File: src/rtl/hbm_channel_responder_pkg.sv
// Shared types and helpers for the HBM channel responder.
// The width and latency defaults below are the shared accelerator defaults.
// An integration that predefines these macros overrides them.
`ifndef HBM_AWIDTH
`define HBM_AWIDTH 32
`endif
`ifndef HBM_DWIDTH
`define HBM_DWIDTH 32
`endif
`ifndef MEM_LATENCY
`define MEM_LATENCY 2
`endif
`ifndef PSEUDO_CHANNEL_NUM
`define PSEUDO_CHANNEL_NUM 2
`endif

package hbm_channel_responder_pkg;

  // One entry per issued read; it travels alongside the memory latency.
  typedef struct packed {
    logic vld;
    logic oor;
  } tag_t;

  // An address is out of range when it is at or beyond the populated word count.
  function automatic logic addr_oor(input logic [63:0] addr, input logic [63:0] words);
    return addr >= words;
  endfunction

endpackage

File: src/rtl/hbm_rqst_fifo.sv
// Request FIFO holding read addresses until they can be issued to memory.
// The caller gates writes with full_o and reads with empty_o.
module hbm_rqst_fifo #(
  parameter int DEPTH = 8,
  parameter int AW    = 32,
  localparam int PTR_W = $clog2(DEPTH),
  localparam int CNT_W = PTR_W + 1
) (
  input  logic             clk_i,
  input  logic             rst_ni,
  input  logic             wr_en_i,
  input  logic [AW-1:0]    wr_data_i,
  input  logic             rd_en_i,
  output logic [AW-1:0]    rd_data_o,
  output logic [CNT_W-1:0] count_o,
  output logic             full_o,
  output logic             empty_o
);

  logic [AW-1:0]    mem_q [DEPTH];
  logic [PTR_W-1:0] wr_ptr_q, wr_ptr_d;
  logic [PTR_W-1:0] rd_ptr_q, rd_ptr_d;
  logic [CNT_W-1:0] count_q, count_d;

  // Next pointers and occupancy; simultaneous write and read leave count as is.
  always_comb begin
    wr_ptr_d = wr_ptr_q;
    rd_ptr_d = rd_ptr_q;
    if (wr_en_i) wr_ptr_d = wr_ptr_q + PTR_W'(1);
    if (rd_en_i) rd_ptr_d = rd_ptr_q + PTR_W'(1);
    count_d = count_q + CNT_W'(wr_en_i) - CNT_W'(rd_en_i);
  end

  // Control state is cleared on reset; stored addresses are left as they are.
  always_ff @(posedge clk_i or negedge rst_ni) begin
    if (!rst_ni) begin
      wr_ptr_q <= '0;
      rd_ptr_q <= '0;
      count_q  <= '0;
    end else begin
      wr_ptr_q <= wr_ptr_d;
      rd_ptr_q <= rd_ptr_d;
      count_q  <= count_d;
    end
  end

  // Address storage.
  always_ff @(posedge clk_i) begin
    if (wr_en_i) mem_q[wr_ptr_q] <= wr_data_i;
  end

  assign rd_data_o = mem_q[rd_ptr_q];
  assign count_o   = count_q;
  assign full_o    = (count_q == CNT_W'(DEPTH));
  assign empty_o   = (count_q == '0);

endmodule

File: src/rtl/hbm_channel_responder.sv
// HBM channel responder: queues edge read requests, issues them to a fixed
// latency backing memory and returns the data in request order.
module hbm_channel_responder
  import hbm_channel_responder_pkg::*;
#(
  parameter int          HBM_AWIDTH  = `HBM_AWIDTH,
  parameter int          HBM_DWIDTH  = `HBM_DWIDTH,
  parameter int          RQST_DEPTH  = 8,
  parameter int          FULL_THRESH = 6,
  parameter int          MEM_LATENCY = `MEM_LATENCY,
  parameter int unsigned MEM_WORDS   = 1 << 16
) (
  input  logic                  clk,
  input  logic                  rst,
  input  logic [HBM_AWIDTH-1:0] rd_hbm_edge_addr,
  input  logic                  rd_hbm_edge_valid,
  output logic                  hbm_controller_full,
  output logic [HBM_DWIDTH-1:0] hbm_controller_edge,
  output logic                  hbm_controller_valid,
  output logic                  mem_rd_en,
  output logic [HBM_AWIDTH-1:0] mem_rd_addr,
  input  logic [HBM_DWIDTH-1:0] mem_rd_data,
  input  logic                  mem_stall,
  output logic                  overflow_err
);

  localparam int CNT_W = $clog2(RQST_DEPTH) + 1;

  logic [CNT_W-1:0]      count;
  logic                  fifo_full;
  logic                  fifo_empty;
  logic [HBM_AWIDTH-1:0] head_addr;
  logic                  wr_en;
  logic                  issue;

  // Requests arriving at a full FIFO are dropped and flagged.
  assign wr_en = rd_hbm_edge_valid && !fifo_full;
  assign issue = !fifo_empty && !mem_stall;

  hbm_rqst_fifo #(
    .DEPTH (RQST_DEPTH),
    .AW    (HBM_AWIDTH)
  ) u_rqst_fifo (
    .clk_i     (clk),
    .rst_ni    (rst),
    .wr_en_i   (wr_en),
    .wr_data_i (rd_hbm_edge_addr),
    .rd_en_i   (issue),
    .rd_data_o (head_addr),
    .count_o   (count),
    .full_o    (fifo_full),
    .empty_o   (fifo_empty)
  );

  // Out-of-range addresses are still read; their data is replaced by zero later.
  assign mem_rd_en   = issue;
  assign mem_rd_addr = issue ? head_addr : '0;

  tag_t tag_in;
  tag_t tag_out;
  tag_t tag_q [MEM_LATENCY];

  assign tag_in  = '{vld: issue, oor: issue && addr_oor(64'(head_addr), 64'(MEM_WORDS))};
  assign tag_out = tag_q[MEM_LATENCY-1];

  // Tag shift register mirrors the memory latency so each tag exits with its data.
  always_ff @(posedge clk or negedge rst) begin
    if (!rst) begin
      for (int i = 0; i < MEM_LATENCY; i++) tag_q[i] <= '0;
    end else begin
      tag_q[0] <= tag_in;
      for (int i = 1; i < MEM_LATENCY; i++) tag_q[i] <= tag_q[i-1];
    end
  end

  logic                  valid_q, valid_d;
  logic [HBM_DWIDTH-1:0] edge_q, edge_d;
  logic                  full_q, full_d;
  logic                  ovf_q, ovf_d;

  // Response capture, registered backpressure and sticky overflow.
  always_comb begin
    valid_d = tag_out.vld;
    edge_d  = edge_q;
    if (tag_out.vld) edge_d = tag_out.oor ? '0 : mem_rd_data;
    full_d  = (count >= CNT_W'(FULL_THRESH));
    ovf_d   = ovf_q | (rd_hbm_edge_valid & fifo_full);
  end

  // Output registers.
  always_ff @(posedge clk or negedge rst) begin
    if (!rst) begin
      valid_q <= 1'b0;
      edge_q  <= '0;
      full_q  <= 1'b0;
      ovf_q   <= 1'b0;
    end else begin
      valid_q <= valid_d;
      edge_q  <= edge_d;
      full_q  <= full_d;
      ovf_q   <= ovf_d;
    end
  end

  assign hbm_controller_valid = valid_q;
  assign hbm_controller_edge  = edge_q;
  assign hbm_controller_full  = full_q;
  assign overflow_err         = ovf_q;

endmodule

File: config.mk
export PLATFORM = sky130hd
export DESIGN_NAME = hbm_channel_responder
export DESIGN_NICKNAME = d
export VERILOG_FILES = /design/src/rtl/hbm_channel_responder_pkg.sv /design/src/rtl/hbm_rqst_fifo.sv /design/src/rtl/hbm_channel_responder.sv
export SDC_FILE = /design/constraint.sdc
export NUM_CORES = 1
export LEC_CHECK = 0
export CAP_MARGIN = 5
export CORE_MARGIN = 4
export CORE_UTILIZATION = 48
export CTS_BUF_LIST = sky130_fd_sc_hd__clkbuf_4
export CTS_CLUSTER_SIZE = 24
export DETAILED_ROUTE_END_ITERATION = 6
export HOLD_SLACK_MARGIN = 0.03
export PLACE_DENSITY = 0.67
export SYNTH_ARGS = -nofsm -noshare
export SYNTH_HDL_FRONTEND = slang
export SYNTH_SLANG_ARGS = --single-unit
File: constraint.sdc
create_clock -name clk -period 9.46 [get_ports clk]
set_input_delay 1.419 -clock clk [delete_from_list [all_inputs] [get_ports clk]]
set_output_delay 1.419 -clock clk [all_outputs]
set_load 0.01 [all_outputs]
==> key figures, run 1 <==
Run status
  • Outcome: finished clean

Final layout
  • Layout cells sized above 1: 0.241
  • Final #Nets: 898
  • Final Non-Filler Cells: 1195
  • Area grow syn2layout: 22.6%
  • Post-route cell area: 14600 um^2
  • Util after Layout: 0.598

Die
  • Die H: 165 um
  • Core region area: 24400 um^2
  • Die footprint: 27400 um^2
  • Initial Util: 0.488
  • # rows: 57
  • Boundary pin count: 136
  • Chip width: 165 um

Synthesis
  • Average size of a mapped cell: 19.1 um^2
  • Post-synth top area share: 0.646
  • Post-synthesis adder-cell area fraction: 0.0111
  • Post-synth cell types: 30
  • Syn Nets: 702
  • Post-synthesis sequential area ratio: 0.749
  • Top FF cell, synth: edfxtp_1
  • Asr flop ratio synth: 0.161
  • Top-count cell post-synth: edfxtp_1
  • Number of synthesized register bits: 305
  • Post-Synthesis Cells: 624
  • Synth area leader: edfxtp_1
  • Mux share of post-synthesis cell area: 0.151
  • Commonest cells post-synth: 256 x edfxtp_1, 56 x mux4_2, 49 x dfrtp_1, 40 x nor2_1, 39 x inv_1
  • Xor/xnor share of the synthesized area: 0.00368
  • Post-synth EDFFs: 256
  • Area contributors post-synth: edfxtp_1 65%, mux4_2 11%, dfrtp_1 10%
  • Synth Area in Compound Gates: 0.0159
  • Simple-gate share of the synthesized area: 0.0431
  • Synth Warn #: 0
  • Post-Syn Area: 11900 um^2
  • Largest family of logic cells by synthesized area: multiplexers

Routing
  • DR pass1 iterations: 5
  • Initial DRC Count: 427
  • Drt via density: 5.28
  • Post-DR wirelength/cell: 19.9 um
  • DRC: 0
  • Drt total wl: 23800 um
  • ANT nets after route: 0
  • DR vias: 6312

Setup path
  • Setup Crit Path Kind: flip-flop to output port
  • Max Fanout on Critical Path: 40
  • CP endpoint kind: output port
  • WP data required: 8.04 ns
  • Startpoint types: flip-flop
  • Arr. time, crit path: 3.70 ns

Clock tree
  • CTS max path bufs: 3
  • TritonCTS clock tree: built
  • # H-tree levels: 3
  • Number of buffers created by CTS: 79
  • CTS clk-pin slew, worst paths: 0.06 ns
  • Clock sinks: 305
  • Gates resized, CTS repair: 0
  • Root buffer cell: clkbuf_4
  • Hold buffers post-CTS: 0
  • Postcts setup bufs: 0
  • Worst skew pair latency: 0.67 ns

Global routing
  • Vias in the first global route: 6762
  • Initial antenna violation count: 2
  • GR Util All Layers: 0.178
  • GRT overflow: 0
  • First-pass GRT wire length: 36700 um
  • Largest net degree at the start of global routing: 66

STA
  • RSZ-0062 raised after global routing: no
  • Post-Route Skew: 0.0286 ns
  • F_max: 195 MHz
  • Setup TNS: 0 ns
  • Max-slew headroom: 0.289
  • Final Max Slew Viols: 0
  • Final setup fails: 0
  • Final Cycle Share: 0.541
  • Worst slew pin tran: 1.07 ns
  • Crit path time final: 5.12 ns
  • Final hold vios: 0

Pwr
  • Power per cell area: 281 nW/um^2
  • Total power: 4100 uW
  • Leak: 0.00515 uW
  • Peak supply drop: 0.154 mV

Place
  • Hpwl dp: 13400 um
  • Routability cong.: 0.725
  • Cell total after placement: 1063
  • Port-buffer cells: 135
  • Area after DPL: 13600 um^2

Job
  • Max cap viols: 0

Min path
  • HP Class: flip-flop to flip-flop
==> final timing paths <==
path                            slack [ns]                     from  cells after the start                       to
worst max-delay path                  4.34  u_rqst_fifo.rd_ptr_q[0]                      5          mem_rd_addr[16]
worst min-delay path                  0.36                 tag_q[3]                      0                  valid_d
worst max register to register        6.06  u_rqst_fifo.rd_ptr_q[0]                      6                 tag_q[2]
worst min register to register        0.36                 tag_q[3]                      0                  valid_d
max in group asynchronous             7.72                      rst                      1  u_rqst_fifo.rd_ptr_q[0]
min in group asynchronous             0.96                      rst                      1      hbm_controller_full
==> metal layers <==
layer,share of wire,GRT usage
met5,0.00055,0
met4,0.020,0.0656
met3,0.071,0.0434
met2,0.49,0.293
met1,0.42,0.232
==> through the flow <==
step	hold slack [ns]	worst slack, ns
4_1_cts	0.355	4.15
3_5_place_dp	0.341	4.87
5_1_grt	0.359	3.97
2_1_floorplan	0.331	5.04
6_report	0.355	4.34
3_3_place_gp	0.338	4.87
==> critical path, stage by stage, from the launching register on <==
cell and delay, ns:
dfrtp_4 0.79, buf_4 0.73, mux4_1 0.64, mux2i_1 0.29
nor2_1 0.07, clkdlybuf4s50_1 0.50
==> cells in the final DEF (no fill, tap or decap), drive strengths merged <==
cell type	count
nor4	1
mux4	64
nand2	15
nand3b	32
inv	44
clkinv	9
ha	9
o21ai	32
diode	1
xnor2	4
dfrtp	49
nor2	40
nand2b	3
a21oi	1
a21o	2
fa	1
clkbuf	116
nand4	4
a31o	1
and2	1
clkinvlp	3
mux2i	32
buf	14
nor3	2
clkdlybuf4s50	134
edfxtp	256
xor2	1
==> where the power goes <==
| part | internal [uW] | total (uW) | leakage (uW) | switching [uW] |
|---|---|---|---|---|
| Clock | 559 | 1050 | 0.000570 | 488 |
| Sequential | 1690 | 1800 | 0.00293 | 107 |
| Combinational | 631 | 1250 | 0.00164 | 621 |
| Total | 2880 | 4100 | 0.00515 | 1220 |
==> flip-flops by register name, indices dropped and copies added (netlist names) <==
register and count:
tag_out 1, u_rqst_fifo.mem_q 256, overflow_err 1, tag_q 2, hbm_controller_edge 32, hbm_controller_valid 1
hbm_controller_full 1, valid_d 1, u_rqst_fifo.rd_ptr_q 3, u_rqst_fifo.count_o 4, u_rqst_fifo.wr_ptr_q 3
==> logic make-up (layout without fill, tap and decap cells) <==
group | Yosys count | after routing
flip-flops | 305 | 305
adder cells (fa/ha/maj) | 10 | 10
AND/OR/NAND/NOR | 98 | 98
buffers and inverters | 74 | 320
multiplexers | 96 | 96
other | 0 | 1
AO/OA/AOI/OAI | 36 | 36
XOR/XNOR | 5 | 5
==> cell type report <==
| type | instances | area [um^2] |
|---|---|---|
| multi-input combinational | 245 | 2730 |
| timing repair buffer | 148 | 1440 |
| sequential | 305 | 8920 |
| tap | 324 | 405 |
| antenna | 1 | 2.50 |
| clock buffer | 116 | 871 |
| inverter | 41 | 154 |
| fill | 1843 | 9800 |
| clock inverter | 15 | 72.6 |
Note: power is estimated with default switching activity, not from simulation.
==> inputs of run 2 (changes only) <==
- clock period: 9.46 -> 5.2 ns (I/O delays scaled with it)
==> key figures, run 2 (synthesis results as in run 1) <==
Setup path
  • Startpoint types: flip-flop (unchanged)
  • CP endpoint kind: output port (unchanged)
  • Critical Path Sink: mem_rd_addr[0] (was mem_rd_addr[16])
  • Critical Path Source: u_rqst_fifo.rd_ptr_q[0] (unchanged)
  • Setup Crit Path Kind: flip-flop to output port (unchanged)
  • CP max-delay cell: dfrtp_4 (unchanged)
  • Arr. time, crit path: 3.36 ns (was 3.70 ns)
  • RR Startpoint: u_rqst_fifo.rd_ptr_q[0] (unchanged)
  • R2R depth: 6 (unchanged)
  • R2R Path End: tag_q[2] (unchanged)
  • R2R Setup Slk: 2.15 ns (was 6.06 ns)
  • Crit path cell chain: buf_4 > mux4_2 > mux2i_1 > nor2_1 > clkdlybuf4s50_1 (was buf_4 > mux4_1 > mux2i_1 > nor2_1 > clkdlybuf4s50_1)
  • Max incr delay on CP: 0.85 ns (was 0.79 ns)
  • WP data required: 4.42 ns (was 8.04 ns)
  • Max Fanout on Critical Path: 34 (was 40)

STA
  • Setup TNS: 0 ns (unchanged)
  • Final Cycle Share: 0.796
  • Final setup fails: 0 (unchanged)
  • RSZ-0062 raised after global routing: no (unchanged)
  • Worst slew pin tran: 1.22 ns (was 1.07 ns)
  • F_max: 242 MHz
  • Worst hold margin: 0.335 ns (was 0.355 ns)
  • Crit path time final: 4.14 ns
  • Post-Route Skew: 0.0252 ns (was 0.0286 ns)
  • Max-slew headroom: 0.185 (was 0.289)
  • Final hold vios: 0 (unchanged)
  • Final Max Slew Viols: 0 (unchanged)

Routing
  • Initial DRC Count: 458 (was 427)
  • DRC: 0 (unchanged)
  • Drt via density: 5.25 (was 5.28)
  • DR vias: 6338 (was 6312)
  • Post-DR wirelength/cell: 20.0 um (was 19.9 um)
  • DR pass1 iterations: 5 (unchanged)
  • ANT nets after route: 0 (unchanged)
  • Drt total wl: 24200 um (was 23800 um)

Final layout
  • Number of flip-flops under the largest register name: 256 (unchanged)
  • Area grow syn2layout: 23.7% (was 22.6%)
  • Final #Nets: 899 (was 898)
  • Final Non-Filler Cells: 1208 (was 1195)
  • Layout cells sized above 1: 0.238 (was 0.241)
  • Fillers: 1844 (was 1843)
  • Leading cell type in the layout, fill and taps excluded: edfxtp_1 (unchanged)
  • Biggest register: u_rqst_fifo.mem_q (unchanged)
  • Post-route cell area: 14700 um^2 (was 14600 um^2)
  • Commonest cells after routing, fill and taps aside: 256 x edfxtp_1, 134 x clkdlybuf4s50_1, 115 x clkbuf_4 (was 256 x edfxtp_1, 134 x clkdlybuf4s50_1, 116 x clkbuf_4)

Clock tree
  • Worst skew pair latency: 0.65 ns (was 0.67 ns)
  • # H-tree levels: 3 (unchanged)
  • Gates resized, CTS repair: 0 (unchanged)
  • Postcts setup bufs: 0 (unchanged)
  • CTS clk-pin slew, worst paths: 0.06 ns (about the same)
  • Hold buffers post-CTS: 0 (unchanged)
  • TritonCTS clock tree: built (unchanged)
  • CTS max path bufs: 3 (unchanged)
  • Root buffer cell: clkbuf_4 (unchanged)
  • Number of buffers created by CTS: 78 (was 79)
  • Clock sinks: 305 (unchanged)

Die
  • Boundary pin count: 136 (unchanged)
  • Core region area: 24400 um^2 (unchanged)
  • Chip width: 165 um (unchanged)
  • Initial Util: 0.488 (unchanged)
  • Die footprint: 27400 um^2 (unchanged)
  • # rows: 57 (unchanged)
  • Die H: 165 um (unchanged)

Global routing
  • GR Util met3: 0.0482 (was 0.0434)
  • Met1 Use GR: 0.236 (was 0.232)
  • Vias in the first global route: 6849 (was 6762)
  • Initial antenna violation count: 1 (was 2)
  • GR peak layer: met2 (unchanged)
  • GRT overflow: 0 (unchanged)
  • GR Util All Layers: 0.182 (was 0.178)
  • Global-route met2 utilization: 0.300 (was 0.293)
  • Largest net degree at the start of global routing: 66 (unchanged)
  • First-pass GRT wire length: 37700 um (was 36700 um)

Min path
  • HP Class: input pin to async pin (was flip-flop to flip-flop)

Run status
  • Outcome: finished clean (unchanged)

Pwr
  • Leak: 0.00520 uW (was 0.00515 uW)
  • Power per cell area: 521 nW/um^2 (was 281 nW/um^2)
  • Peak supply drop: 0.301 mV (was 0.154 mV)
  • Total power: 7680 uW (was 4100 uW)

Place
  • Hpwl dp: 14100 um (was 13400 um)
  • Area after DPL: 13700 um^2 (was 13600 um^2)
  • Port-buffer cells: 135 (unchanged)
  • Cell total after placement: 1065 (was 1063)
  • Routability cong.: 0.719 (was 0.725)

Job
  • Max cap viols: 0 (unchanged)
[run 2: cell count changes in the layout (fill, tap and decap cells not counted), sizes merged]
cell      delta
inv          -2
bufinv       +3
buf          +2
clkinv      +12
clkinvlp     -2
clkbuf       -1
diode        +1
[run 2: where the power goes]
group          leakage [uW]  internal [uW]  switching [uW]
clock network      0.000618           1170             909
logic               0.00165           1160             998
registers           0.00293           3080             362
[run 2: worst max-delay path: cells and delay by family (launching register included)]
family        cells  cell delay, ns
mux               2            0.81
simple gates      1            0.08
buf+inv           2            0.96
flops             1            0.85
[run 2: worst min path at each step]
stage / from / end / slack [ns] / cells after the start
floorplan: tag_q[2] / tag_out[0] / 0.33 / 0
global placement: tag_q[3] / valid_d / 0.34 / 0
detailed placement: tag_q[2] / tag_out[0] / 0.33 / 0
CTS: rst / hbm_controller_edge[2] / 0.29 / 1
global route: rst / u_rqst_fifo.wr_ptr_q[0] / 0.35 / 1
finish: rst / hbm_controller_edge[11] / 0.34 / 1
[run 2: per-stage QoR]
| stage | util | worst slack, ns |
|---|---|---|
| final | 0.604 | 1.06 |
| after global routing | 0.603 | 0.797 |
| after CTS | 0.603 | 0.947 |
| after detailed placement | 0.560 | 1.53 |
| after global placement | 0.560 | 1.55 |
| after floorplan | - | 1.42 |
[run 2: area by class of cell]
| type | count | area, um^2 | share of cell area |
|---|---|---|---|
| sequential | 305 | 8920 | 0.606 |
| multi-input combinational | 245 | 2730 | 0.185 |
| timing repair buffer | 150 | 1460 | 0.0991 |
| clock buffer | 115 | 863 | 0.0586 |
| tap | 324 | 405 | 0.0275 |
| clock inverter | 26 | 189 | 0.0128 |
| inverter | 41 | 154 | 0.0105 |
| antenna | 2 | 5.00 | 0.000340 |
[run 2: layer usage]
metal  up-vias  part of all wire
li1       2877                 -
met1      3186              0.41
met2       236              0.50
met3        39             0.078
met4         0             0.019
met5         -                 0
==> inputs of run 3 (changes only) <==
- clock period: 5.2 -> 4.26 ns (I/O delays scaled with it)
==> key figures, run 3 (synthesis results as in run 1) <==
Run status
  • Outcome: finished clean (unchanged)

Final layout
  • Layout cells sized above 1: 0.244 (was 0.238)
  • Commonest cells after routing, fill and taps aside: 256 x edfxtp_1, 134 x clkdlybuf4s50_1, 119 x clkbuf_4 (was 256 x edfxtp_1, 134 x clkdlybuf4s50_1, 115 x clkbuf_4)
  • Leading cell type in the layout, fill and taps excluded: edfxtp_1 (unchanged)
  • Util after Layout: 0.604 (about the same)
  • Area grow syn2layout: 23.7% (about the same)
  • Fillers: 1840 (was 1844)
  • Final #Nets: 901 (was 899)
  • Number of flip-flops under the largest register name: 256 (unchanged)
  • Biggest register: u_rqst_fifo.mem_q (unchanged)

Global routing
  • Largest net degree at the start of global routing: 66 (unchanged)
  • Initial antenna violation count: 1 (unchanged)
  • Vias in the first global route: 6749 (was 6849)
  • GRT overflow: 0 (unchanged)
  • GR Util All Layers: 0.178 (was 0.182)
  • First-pass GRT wire length: 36900 um (was 37700 um)

Pwr
  • Comb power frac: 0.292 (was 0.281)
  • Sw Share: 0.291 (was 0.296)
  • Power per cell area: 631 nW/um^2 (was 521 nW/um^2)
  • Internal Power: 6580 uW (was 5410 uW)
  • Sw Pwr: 2710 uW (was 2270 uW)
  • Clock power share: 0.264 (was 0.271)
  • Leak: 0.00521 uW (was 0.00520 uW)
  • Sequential Power Share: 0.443 (was 0.448)
  • Peak supply drop: 0.360 mV (was 0.301 mV)

Routing
  • DRC: 0 (unchanged)
  • ANT nets after route: 0 (unchanged)
  • Drt total wl: 23800 um (was 24200 um)
  • Post-DR wirelength/cell: 19.9 um (was 20.0 um)
  • DR vias: 6249 (was 6338)
  • Drt via density: 5.22 (was 5.25)
  • Initial DRC Count: 441 (was 458)
  • DR pass1 iterations: 6 (was 5)

Clock tree
  • TritonCTS clock tree: built (unchanged)
  • CTS clk-pin slew, worst paths: 0.07 ns (was 0.06 ns)
  • Worst skew pair latency: 0.64 ns (was 0.65 ns)
  • Number of buffers created by CTS: 77 (was 78)
  • Clock sinks: 305 (unchanged)
  • Root buffer cell: clkbuf_4 (unchanged)
  • CTS max path bufs: 3 (unchanged)
  • Postcts setup bufs: 0 (unchanged)
  • Hold buffers post-CTS: 0 (unchanged)
  • # H-tree levels: 3 (unchanged)
  • Gates resized, CTS repair: 0 (unchanged)

Setup path
  • CP endpoint kind: output port (unchanged)
  • R2R Setup Slk: 1.52 ns (was 2.15 ns)
  • Max Fanout on Critical Path: 26 (was 34)
  • WP data required: 3.62 ns (was 4.42 ns)
  • Setup Crit Path Kind: flip-flop to output port (unchanged)
  • Arr. time, crit path: 3.20 ns (was 3.36 ns)
  • RR Startpoint: u_rqst_fifo.count_o[1] (was u_rqst_fifo.rd_ptr_q[0])
  • R2R Path End: u_rqst_fifo.count_o[1] (was tag_q[2])
  • Startpoint types: flip-flop (unchanged)
  • R2R depth: 10 (was 6)

STA
  • RSZ-0062 raised after global routing: no (unchanged)
  • Final Max Slew Viols: 0 (unchanged)
  • Crit path time final: 3.84 ns
  • Worst slew pin tran: 1.06 ns (was 1.22 ns)
  • Final hold vios: 0 (unchanged)
  • Max-slew headroom: 0.292 (was 0.185)
  • F_max: 261 MHz
  • Final setup fails: 0 (unchanged)
  • Final Cycle Share: 0.901
  • Post-Route Skew: 0.0299 ns (was 0.0252 ns)
  • Setup TNS: 0 ns (unchanged)
  • Worst hold margin: 0.188 ns (was 0.335 ns)

Die
  • Initial Util: 0.488 (unchanged)
  • Boundary pin count: 136 (unchanged)
  • Core region area: 24400 um^2 (unchanged)
  • # rows: 57 (unchanged)
  • Die footprint: 27400 um^2 (unchanged)
  • Chip width: 165 um (unchanged)
  • Die H: 165 um (unchanged)

Job
  • Max cap viols: 0 (unchanged)

Place
  • Port-buffer cells: 135 (unchanged)
  • Hpwl dp: 14400 um (was 14100 um)
  • Routability cong.: 0.715 (was 0.719)

Min path
  • HP Class: input pin to async pin (unchanged)
-- run 3: changes by cell type in the layout (fill, tap and decap cells not counted) --
cell | before | now
buf_12 | 0 | 4
buf_4 | 15 | 14
bufinv_16 | 3 | 2
clkbuf_4 | 115 | 119
clkinv_1 | 17 | 5
clkinv_2 | 3 | 0
clkinv_4 | 1 | 0
diode_2 | 2 | 1
inv_6 | 0 | 1
-- run 3: through the flow --
stage / instances / total power, uW / worst slack [ns] / area [um^2]
6_report: 1198 / 9290 / 0.423 / 14700
5_1_grt: 1198 / 9850 / 0.203 / 14700
4_1_cts: 1197 / 9450 / 0.287 / 14700
3_5_place_dp: 1068 / 6970 / 1.02 / 13700
3_3_place_gp: 1068 / 6900 / 1.03 / 13700
2_1_floorplan: 624 / 5810 / 0.617 / 11900
-- run 3: power groups by stage --
stage | sequential (uW) | combinational (uW) | clock (uW)
after floorplan | 3990 | 1820 | 0
after global placement | 4150 | 2750 | 0
after detailed placement | 4190 | 2770 | 0
after CTS | 4130 | 2780 | 2540
after global routing | 4180 | 2970 | 2710
final | 4120 | 2720 | 2450
-- run 3: how the worst max path moves through the flow --
| stage | start | end | slack, ns | depth (start not counted) |
|---|---|---|---|---|
| finish | u_rqst_fifo.rd_ptr_q[0] | mem_rd_addr[0] | 0.42 | 5 |
| global route | u_rqst_fifo.rd_ptr_q[0] | mem_rd_addr[0] | 0.20 | 5 |
| CTS | u_rqst_fifo.rd_ptr_q[0] | mem_rd_addr[0] | 0.29 | 5 |
| detailed placement | u_rqst_fifo.rd_ptr_q[0] | mem_rd_addr[0] | 1.02 | 5 |
| global placement | u_rqst_fifo.rd_ptr_q[0] | mem_rd_addr[0] | 1.03 | 5 |
| floorplan | u_rqst_fifo.count_o[2] | u_rqst_fifo.mem_q[0][0] | 0.62 | 6 |
-- run 3: final cells by class --
cell class / count / area [um^2] / share of cell area
antenna: 1 / 2.50 / 0.000170
multi-input combinational: 245 / 2730 / 0.185
inverter: 41 / 154 / 0.0104
sequential: 305 / 8920 / 0.606
clock buffer: 119 / 893 / 0.0606
clock inverter: 10 / 98.8 / 0.00671
tap: 324 / 405 / 0.0275
timing repair buffer: 153 / 1530 / 0.104
-- run 3: routing by layer --
layer / wire length (um) / track usage
met1: 10100 / 0.237
met2: 11800 / 0.295
met3: 1550 / 0.0414
met4: 336 / 0.0589
met5: 0 / 0
-- run 3: worst max-delay path: stages, from the launching register on --
cell and delay, ns:
dfrtp_4 0.73, buf_4 0.45, mux4_2 0.55, mux2i_1 0.25
nor2_1 0.06, clkdlybuf4s50_1 0.48
